[src/rtl/fpu_result_buffer.sv]
// Result FIFO between the FPU core and user I/O. Words leave either over a
// 4-phase strobe/ack pad handshake (STREAM) or through Wishbone reads (WB).
module fpu_result_buffer #(
  parameter int WIDTH = 16,
  parameter int DEPTH = 8
) (
  input  logic                       clk,
  input  logic                       rst,
  input  logic                       res_valid_i,
  input  logic [WIDTH-1:0]           res_data_i,
  output logic                       res_ready_o,
  input  logic                       mode_i,
  output logic [WIDTH-1:0]           io_data_o,
  output logic                       io_strb_o,
  input  logic                       io_ack_i,
  input  logic                       wb_cyc_i,
  input  logic                       wb_stb_i,
  input  logic                       wb_we_i,
  input  logic [3:0]                 wb_adr_i,
  input  logic [31:0]                wb_dat_i,
  output logic                       wb_ack_o,
  output logic [31:0]                wb_dat_o,
  output logic [$clog2(DEPTH):0]     count_o
);
  localparam int AW = $clog2(DEPTH);
  localparam int CW = AW + 1;

  typedef enum logic [2:0] {
    S_IDLE     = 3'b001,
    S_PRESENT  = 3'b010,
    S_WAIT_LOW = 3'b100
  } state_t;

  state_t            state_q;
  logic [WIDTH-1:0]  io_data_q;
  logic              io_strb_q;

  logic [WIDTH-1:0]  mem_q [DEPTH];
  logic [AW-1:0]     wr_ptr_q, wr_ptr_d, rd_ptr_q, rd_ptr_d;
  logic [CW-1:0]     count_q, count_d;
  logic              ovf_q, ovf_d;
  logic [WIDTH-1:0]  last_q, last_d;
  logic              wb_ack_q, wb_ack_d;
  logic [31:0]       wb_dat_q, wb_dat_d;
  logic              ready_q, ready_d;
  logic              ack_s1_q, ack_s2_q;

  logic              full, empty, push, pop, st_pop, wb_pop;
  logic              wb_req, wb_rd, wb_wr, wb_mode;
  logic [WIDTH-1:0]  head;
  logic [31:0]       rdata;
  logic              unused_bits;

  assign unused_bits = ^{wb_adr_i[1:0], wb_dat_i[31:1]};

  assign full    = (count_q == CW'(DEPTH));
  assign empty   = (count_q == '0);
  assign head    = mem_q[rd_ptr_q];
  // A pop in this cycle does not make room for this cycle's push.
  assign push    = res_valid_i & ~full;
  assign wb_req  = wb_cyc_i & wb_stb_i & ~wb_ack_q;
  assign wb_rd   = wb_req & ~wb_we_i;
  assign wb_wr   = wb_req & wb_we_i;
  assign wb_mode = mode_i & (state_q == S_IDLE);
  assign wb_pop  = wb_rd & (wb_adr_i[3:2] == 2'd0) & wb_mode & ~empty;
  assign st_pop  = (state_q == S_PRESENT) & ack_s2_q;
  assign pop     = wb_pop | st_pop;

  always_comb begin
    rdata = '0;
    case (wb_adr_i[3:2])
      2'd0: rdata = (wb_mode & ~empty) ? 32'(head) : '0;
      2'd1: rdata = {20'd0, ovf_q, full, empty, 9'(count_q)};
      2'd2: rdata = 32'(last_q);
      default: rdata = '0;
    endcase
  end

  always_comb begin
    wr_ptr_d = push ? wr_ptr_q + AW'(1) : wr_ptr_q;
    rd_ptr_d = pop  ? rd_ptr_q + AW'(1) : rd_ptr_q;
    count_d  = count_q + CW'(push) - CW'(pop);
    ready_d  = (count_d != CW'(DEPTH));
    last_d   = pop ? head : last_q;
    // Overflow set takes priority over a same-cycle software clear.
    ovf_d    = (ovf_q & ~(wb_wr & (wb_adr_i[3:2] == 2'd1) & wb_dat_i[0]))
             | (res_valid_i & full);
    wb_ack_d = wb_req;
    wb_dat_d = wb_rd ? rdata : '0;
  end

  always_ff @(posedge clk) begin
    if (push) mem_q[wr_ptr_q] <= res_data_i;
  end

  always_ff @(posedge clk or posedge rst) begin
    if (rst) begin
      wr_ptr_q <= '0;
      rd_ptr_q <= '0;
      count_q  <= '0;
      ready_q  <= 1'b0;
      last_q   <= '0;
      ovf_q    <= 1'b0;
      wb_ack_q <= 1'b0;
      wb_dat_q <= '0;
      ack_s1_q <= 1'b0;
      ack_s2_q <= 1'b0;
    end else begin
      wr_ptr_q <= wr_ptr_d;
      rd_ptr_q <= rd_ptr_d;
      count_q  <= count_d;
      ready_q  <= ready_d;
      last_q   <= last_d;
      ovf_q    <= ovf_d;
      wb_ack_q <= wb_ack_d;
      wb_dat_q <= wb_dat_d;
      ack_s1_q <= io_ack_i;
      ack_s2_q <= ack_s1_q;
    end
  end

  always_ff @(posedge clk or posedge rst) begin
    if (rst) begin
      state_q   <= S_IDLE;
      io_data_q <= '0;
      io_strb_q <= 1'b0;
    end else begin
      case (state_q)
        S_IDLE: if (~empty & ~mode_i) begin
          state_q   <= S_PRESENT;
          io_data_q <= head;
          io_strb_q <= 1'b1;
        end
        S_PRESENT: if (ack_s2_q) begin
          state_q   <= S_WAIT_LOW;
          io_strb_q <= 1'b0;
        end
        S_WAIT_LOW: if (~ack_s2_q) state_q <= S_IDLE;
        default: begin
          state_q   <= S_IDLE;
          io_strb_q <= 1'b0;
        end
      endcase
    end
  end

  assign res_ready_o = ready_q;
  assign io_data_o   = io_data_q;
  assign io_strb_o   = io_strb_q;
  assign wb_ack_o    = wb_ack_q;
  assign wb_dat_o    = wb_dat_q;
  assign count_o     = count_q;
endmodule

[config.mk]
export PLATFORM = sky130hd
export DESIGN_NAME = fpu_result_buffer
export DESIGN_NICKNAME = d
export VERILOG_FILES = /design/src/rtl/fpu_result_buffer.sv
export SDC_FILE = /design/constraint.sdc
export NUM_CORES = 1
export LEC_CHECK = 0
export ABC_AREA = 1
export CAP_MARGIN = 15
export CORE_UTILIZATION = 55
export DETAILED_ROUTE_END_ITERATION = 16
export GPL_TIMING_DRIVEN = 1
export PLACE_DENSITY = 0.89
export SLEW_MARGIN = 20
export SYNTH_ARGS = -nofsm -noshare
export SYNTH_HDL_FRONTEND = slang
export SYNTH_SLANG_ARGS = --single-unit
[constraint.sdc]
create_clock -name clk -period 3.1 [get_ports clk]
set_input_delay 0.62 -clock clk [delete_from_list [all_inputs] [get_ports clk]]
set_output_delay 0.62 -clock clk [all_outputs]
set_load 0.005 [all_outputs]
==> Yosys cells after proc, flatten, opt, wreduce, memory -nomap -nowiden <==
Memories as Yosys holds them, arrays and structs flattened.
Index checks and enable logic that the tools add are counted.
{ "op_classes": {"magnitude_cmp": 0, "eq_ne": 10, "add_sub_neg": 4, "bitwise": 25, "reduce_logical": 5, "muxes": 12, "n_shift": 0, "div_mod_pow": 0, "mul": 0} }
{ "op_table": {"columns": ["cell", "n"], "rows": [
  ["one-hot mux 16 bit (3 select lines)", 1],
  ["2-to-1 mux 32 bit", 1],
  ["bitwise AND 1 bit", 16],
  ["2-to-1 mux 16 bit", 1],
  ["2-to-1 mux 3 bit", 3],
  ["one-hot mux 3 bit (3 select lines)", 1],
  ["inverter 1 bit", 7],
  ["adder 3 x 1 -> 3 bit, second input constant", 2],
  ["AND reduction 3 bit", 2],
  ["adder 4 x 1 -> 4 bit", 1],
  ["equality test 4 bit, second input constant", 1],
  ["zero test 4 bit", 1],
  ["2-to-1 mux 1 bit", 4],
  ["inequality test 2 bit, second input constant", 2],
  ["inequality test 4 bit, second input constant", 1],
  ["subtractor 4 x 1 -> 4 bit", 1],
  ["equality test 3 x 1 -> 1 bit, second input constant", 1],
  ["equality test 3 x 2 -> 1 bit, second input constant", 1],
  ["equality test 3 bit, second input constant", 1],
  ["one-hot mux 1 bit (3 select lines)", 1],
  ["equality test 2 x 1 -> 1 bit, second input constant", 1],
  ["equality test 2 bit, second input constant", 1],
  ["zero test 2 bit", 1],
  ["inequality test 2 x 1 -> 1 bit, second input constant", 1],
  ["other kinds (2)", 3]
]} }
{ "totals": {"out_inout_bits": 55, "mem_count": 1, "elab_cells": 70, "rom_bits": 0, "input_bits": 60, "ramBits": 128, "regBits": 83, "latchBits": 0} }
{ "mem_list": {"columns": ["memory", "words", "word_bits", "rd", "rd_clocked_by_memory_dff", "wr", "line_no", "source"], "rows": [
  ["mem_q", 8, 16, 1, 0, 1, "38", "logic [WIDTH-1:0] mem_q [DEPTH];"]
]} }

==> Depth between registers and ports, before layout <==
{ "logic_depth": {"word_depth": 9, "ltp_mapped": 14, "mapped_depth_nobuf": 13} }

==> Least setup slack after synthesis <==
OpenSTA, ideal clock, no wires.
{ "synth_path": {"kind": "input to register", "start": "input port wb_adr_i[2]", "end": "register ready_q, in the netlist res_ready_o", "n_path_buf": 1, "cell_stages": 13, "required_ps": 2975, "path_slack_ps": 538, "arrival_time_ps": 2437, "setup_time_ps": 125, "path_cell_list": "inv_2 nand2_1 nor2_4 nand3_4 nand2_4 buf_12 ha_1 inv_1 ha_1 fa_1 xor2_1 nor3_1 nand2_1"} }
{ "synth_via": {"elab_chain_len": 7} }
{ "synth_lines": {"columns": ["item", "line_no", "source"], "rows": [
  ["from (decl)", "19", "input logic [3:0] wb_adr_i,"],
  ["zero test 2 bit", "65", "assign wb_pop = wb_rd & (wb_adr_i[3:2] == 2'd0) & wb_mode & ~empty;"],
  ["bitwise AND 1 bit (3 in a row)", "65", null],
  ["OR 1 bit", "67", "assign pop = wb_pop | st_pop;"],
  ["via pop", "48", "logic full, empty, push, pop, st_pop, wb_pop;"],
  ["subtractor 4 x 1 -> 4 bit", "82", "count_d = count_q + CW'(push) - CW'(pop);"],
  ["via count_d[2]", "40", "logic [CW-1:0] count_q, count_d;"],
  ["inequality test 4 bit", "83", "ready_d = (count_d != CW'(DEPTH));"],
  ["via ready_d", "45", "logic ready_q, ready_d;"],
  ["to (signal assigned)", "112", "ready_q <= ready_d;"],
  ["to (decl)", "45", null]
]} }
The timed path passes the listed nets, and every way through them passes these cells.
A chain may end at the register's enable or synchronous reset.

==> Worst setup path in the final report <==
{ "layout_path": {"start": "register count_q[2], in the netlist count_o[2]", "end": "register ready_q, in the netlist res_ready_o"} }
{ "layout_via": {"elab_chain_len": 6, "word_cells_on_any_way": 10, "cone_classes": "add/sub (2); eq/ne (2); bitwise (5); reduce/logical (1)"} }
{ "layout_lines": {"columns": ["item", "line_no", "source"], "rows": [
  ["from (decl)", "40", null],
  ["from (signal assigned)", "111", "count_q <= count_d;"],
  ["equality test 4 bit / zero test 4 bit (equally long branches)", "56, 57", null],
  ["inverter 1 bit (on tied branches)", "60, 65", null],
  ["bitwise AND 1 bit (on tied branches)", "60, 65", null],
  ["adder 4 x 1 -> 4 bit / OR 1 bit (equally long branches)", "82, 67", null],
  ["subtractor 4 x 1 -> 4 bit *", "82", null],
  ["via count_d[2]", "40", null],
  ["inequality test 4 bit *", "83", null],
  ["via ready_d", "45", null]
]} }
Mark *: on every way through the listed nets, which the timed path passes. The rest lies on a longest branch.

==> results_tabular.tex <==
\begin{tabular}{lr}
\hline
Metric & Value \\
\hline
\multicolumn{2}{l}{\textbf{CTS}} \\
H-tree depth & 4 \\
Clk slew on worst S/H paths & approximately 70 ps \\
Number of clock buffers inserted by TritonCTS & 17 \\
Clock root buffer master & clkbuf\_16 \\
Resized cells post-CTS & 0 \\
Clock tree from TritonCTS & done \\
Post-CTS setup buffer count & 0 \\
Clock net sink count & 195 \\
Clk Latency, worst-skew pair & $\sim$430 ps \\
Count of hold-fix buffers inserted at cts & 0 \\
Maximum root-to-sink buffer count & 2 \\
\multicolumn{2}{l}{\textbf{Critical path}} \\
Critical-path top delay cell & fa\_1 \\
Crit-path max FO & 5 \\
Required time of the critical path & approximately 3400 ps \\
Worst EP arrival & 2860 ps \\
Slack of the worst reg-to-reg path & 550 ps \\
Endpoint class of the critical path & flop \\
List of cells traversed by the critical path & inv\_1, ha\_1, nand3\_2, nand3\_4, nand2\_4, ha\_1, inv\_1, ha\_1, fa\_1, xor2\_1, nor3\_1, nand2\_1 \\
Library cell appearing most often on the critical path & ha\_1 \\
Category of the critical setup timing path & flop to flop \\
Category of the worst setup path launch point & flop \\
Peak per-stage delay on the critical path & about 400 ps \\
Worst Reg-to-Reg Cells & 12 \\
Reg-to-reg startpoint & count\_o[2]\$\_DFF\_PP0\_ \\
Worst path top cell family by delay & adder cells \\
Worst r2r dst & res\_ready\_o\$\_DFF\_PP0\_ \\
Crit path buf inv count & 2 \\
\multicolumn{2}{l}{\textbf{Route}} \\
Total via count in the routed design & between 6000 and 7000 \\
\# DRC & 0 \\
Via/cell ratio & approximately 5.3 \\
Number of nets still failing antenna checks after routing & 0 \\
TritonRoute pass-1 iters & 5 \\
DR WL/cell & around 17 um \\
Routed WL & 19500 um \\
Violation count after the first detailed-routing iteration & 605 \\
\multicolumn{2}{l}{\textbf{Placement}} \\
IO Port Bufs & 65 \\
Weighted congestion at the end of routability-driven global placement & 0.897 \\
Placement-stage cell area & about 9600 um\^{}2 \\
Number of placed cells counting well taps & 1131 \\
Post-detailed-placement half-perimeter wirelength & 11800 um \\
\multicolumn{2}{l}{\textbf{Global route}} \\
Pin count of the biggest net entering global routing & 68 \\
Vias in the first global route & around 6000 \\
Busiest metal layer after global routing & met2 \\
Global Route Usage Sum & 0.253 \\
Met1 track demand over resource in global routing & 0.312 \\
Total gr overflow & 0 \\
Met3 usage & 0.0528 \\
Met2 Track Usage GR & 0.413 \\
Initial antenna violation count & 0 \\
Wire length of the first global-routing pass & between 30000 and 40000 um \\
\multicolumn{2}{l}{\textbf{Cells and area}} \\
Area Overhead vs Synth & 15.1\% \\
Layout cells sized above 1 & 0.106 \\
Final Instance Count excl. Fillers & between 1000 and 1500 \\
Layout Cell Area excl Fill & 10100 um\^{}2 \\
Antenna cells & 0 \\
Number of filler cells placed in the layout & between 1000 and 1500 \\
Final net count & between 1000 and 1500 \\
\multicolumn{2}{l}{\textbf{Synth}} \\
Async SR Flop Fraction & 0.344 \\
Synth top area share & 0.437 \\
Netlist area before placement & 8790 um\^{}2 \\
Total number of yosys warnings & 0 \\
Most common cell in the synthesized netlist & nand2\_1 \\
Synth top area cells & edfxtp\_1 44\%, dfrtp\_1 19\%, nand2\_1 9.4\%, nand3\_1 7.1\%, inv\_1 6.7\% \\
Avg Inst Size Synth & 10.1 um\^{}2 \\
Cell taking the most area after synthesis & edfxtp\_1 \\
Sequential area share after synthesis & 0.628 \\
Most frequently used flop master after synthesis & edfxtp\_1 \\
Distinct cell type count after synthesis & 37 \\
Register bit count reported by yosys & about 200 \\
Number of enable flip-flop cells after synthesis & around 130 \\
Count of mapped cells out of synthesis & around 870 \\
Most used standard cells in the synthesized netlist & 221 x nand2\_1, 156 x inv\_1, 128 x edfxtp\_1 \\
\multicolumn{2}{l}{\textbf{Timing}} \\
Total negative slack for setup checks & 0 ps \\
Post-route clock period utilization & 0.821 \\
Final Hold Fails & 0 \\
Setup violations, final & 0 \\
Minimum period implied by the final worst setup slack & about 2500 ps \\
Worst clock skew & approximately 9.0 ps \\
Top achievable clock speed & 393 MHz \\
Final slew viol count & 0 \\
RSZ-0062 raised after global routing & no \\
Slew of the pin with the lowest slew margin & between 700 and 800 ps \\
Worst-case headroom to the max-slew limit & 0.516 \\
\multicolumn{2}{l}{\textbf{Power}} \\
VDD IR max & between 0.5 and 0.6 mV \\
Static Leakage & about 4.6 nW \\
Power density over cell area & a little under 900 nW/um\^{}2 \\
\multicolumn{2}{l}{\textbf{Outcome}} \\
Result of the run & finished, final reports clean \\
\multicolumn{2}{l}{\textbf{Hold path}} \\
Hold depth & 0 \\
Hold Crit Start & ack\_s1\_q\$\_DFF\_PP0\_ \\
HP Class & flop to flop \\
Destination of the worst hold path & ack\_s2\_q\$\_DFF\_PP0\_ \\
\multicolumn{2}{l}{\textbf{Floorplanning}} \\
Starting Density & 0.570 \\
Core area & $\sim$15000 um\^{}2 \\
Die footprint & roughly 16000 um\^{}2 \\
DIE HEIGHT & $\sim$130 um \\
Die boundary width & roughly 130 um \\
Num rows & 45 \\
Top-Level Pins & $\sim$120 \\
\multicolumn{2}{l}{\textbf{Job}} \\
Max-cap check violation count & 0 \\
\hline
\end{tabular}
[routing by layer]
| metal | part of all wire | up-vias |
|---|---|---|
| met4 | 0.041 | 0 |
| met5 | 0 | - |
| li1 | - | 2868 |
| met3 | 0.082 | 74 |
| met2 | 0.49 | 348 |
| met1 | 0.39 | 2922 |
[how the worst max path moves through the flow]
stage / startpoint / end / slack, ps / cells after the start
3_5_place_dp: wb_cyc_i / res_ready_o$_DFF_PP0_ / 160 / 13
4_1_cts: count_o[2]$_DFF_PP0_ / res_ready_o$_DFF_PP0_ / 550 / 12
3_3_place_gp: wb_adr_i[2] / res_ready_o$_DFF_PP0_ / 270 / 13
5_1_grt: count_o[2]$_DFF_PP0_ / res_ready_o$_DFF_PP0_ / 380 / 12
2_1_floorplan: wb_adr_i[2] / res_ready_o$_DFF_PP0_ / 540 / 13
6_report: count_o[2]$_DFF_PP0_ / res_ready_o$_DFF_PP0_ / 550 / 12
[sequential cells by signal, indices dropped and copies added (netlist names), 3 cells and up]
signal	flops
mem_q	128
wb_dat_o	16
wr_ptr_q	3
io_data_o	16
rd_ptr_q	3
count_o	4
last_q	16
state_q	3
[where the power goes]
| group | switching (mW) | total (mW) | internal [mW] | leakage [nW] |
|---|---|---|---|---|
| sequential | 0.250 | 3.60 | 3.35 | 2.01 |
| combinational | 2.10 | 3.16 | 1.06 | 2.31 |
| clock | 0.907 | 2.08 | 1.17 | 0.261 |
[logic make-up (layout without fill, tap and decap cells)]
group,count (synthesis),after routing,synth area share
compound gates,46,46,0.0309
xor+xnor,4,4,0.00399
fa+ha+maj,9,9,0.0137
buf+inv,221,286,0.114
flops,195,195,0.628
other cells,1,16,0.000427
simple gates,395,395,0.209
[stage by stage]
stage               setup WS [ps]   util  hold slack [ps]  power (mW)
detailed placement            163  0.621              345        6.70
global route                  379  0.656              374        9.33
floorplan                     538      -              331        5.75
global placement              270  0.621              333        6.55
finish                        555  0.656              368        8.84
CTS                           552  0.656              373        8.81
[cell type report]
type / instances / area [um^2] / share of cell area
clock buffer: 20 / 437 / 0.0431
timing repair buffer: 84 / 818 / 0.0808
sequential: 195 / 5520 / 0.546
tap: 211 / 264 / 0.0261
clock inverter: 11 / 114 / 0.0112
multi-input combinational: 470 / 2330 / 0.230
inverter: 171 / 642 / 0.0634
[placed cells by master (no fill, tap or decap), types with 2 or more instances in the layout]
master,instances
nand3_1,125
nand3_4,2
a21oi_1,9
clkbuf_16,17
nand4_1,3
o21ai_0,8
ha_1,8
edfxtp_1,128
buf_12,2
nor2_4,3
nand2_1,221
nor2_2,2
nand2_4,2
clkinv_1,6
dfrtp_1,65
clkbuf_1,3
xor2_1,3
clkinvlp_4,3
o21ai_1,18
buf_4,17
inv_2,12
clkinv_2,3
nand2_2,10
a21oi_2,10
nand3_2,11
bufinv_16,2
inv_1,155
nor2_1,12
conb_1,16
clkdlybuf4s50_1,65
Note: power is estimated with default switching activity, not from simulation.
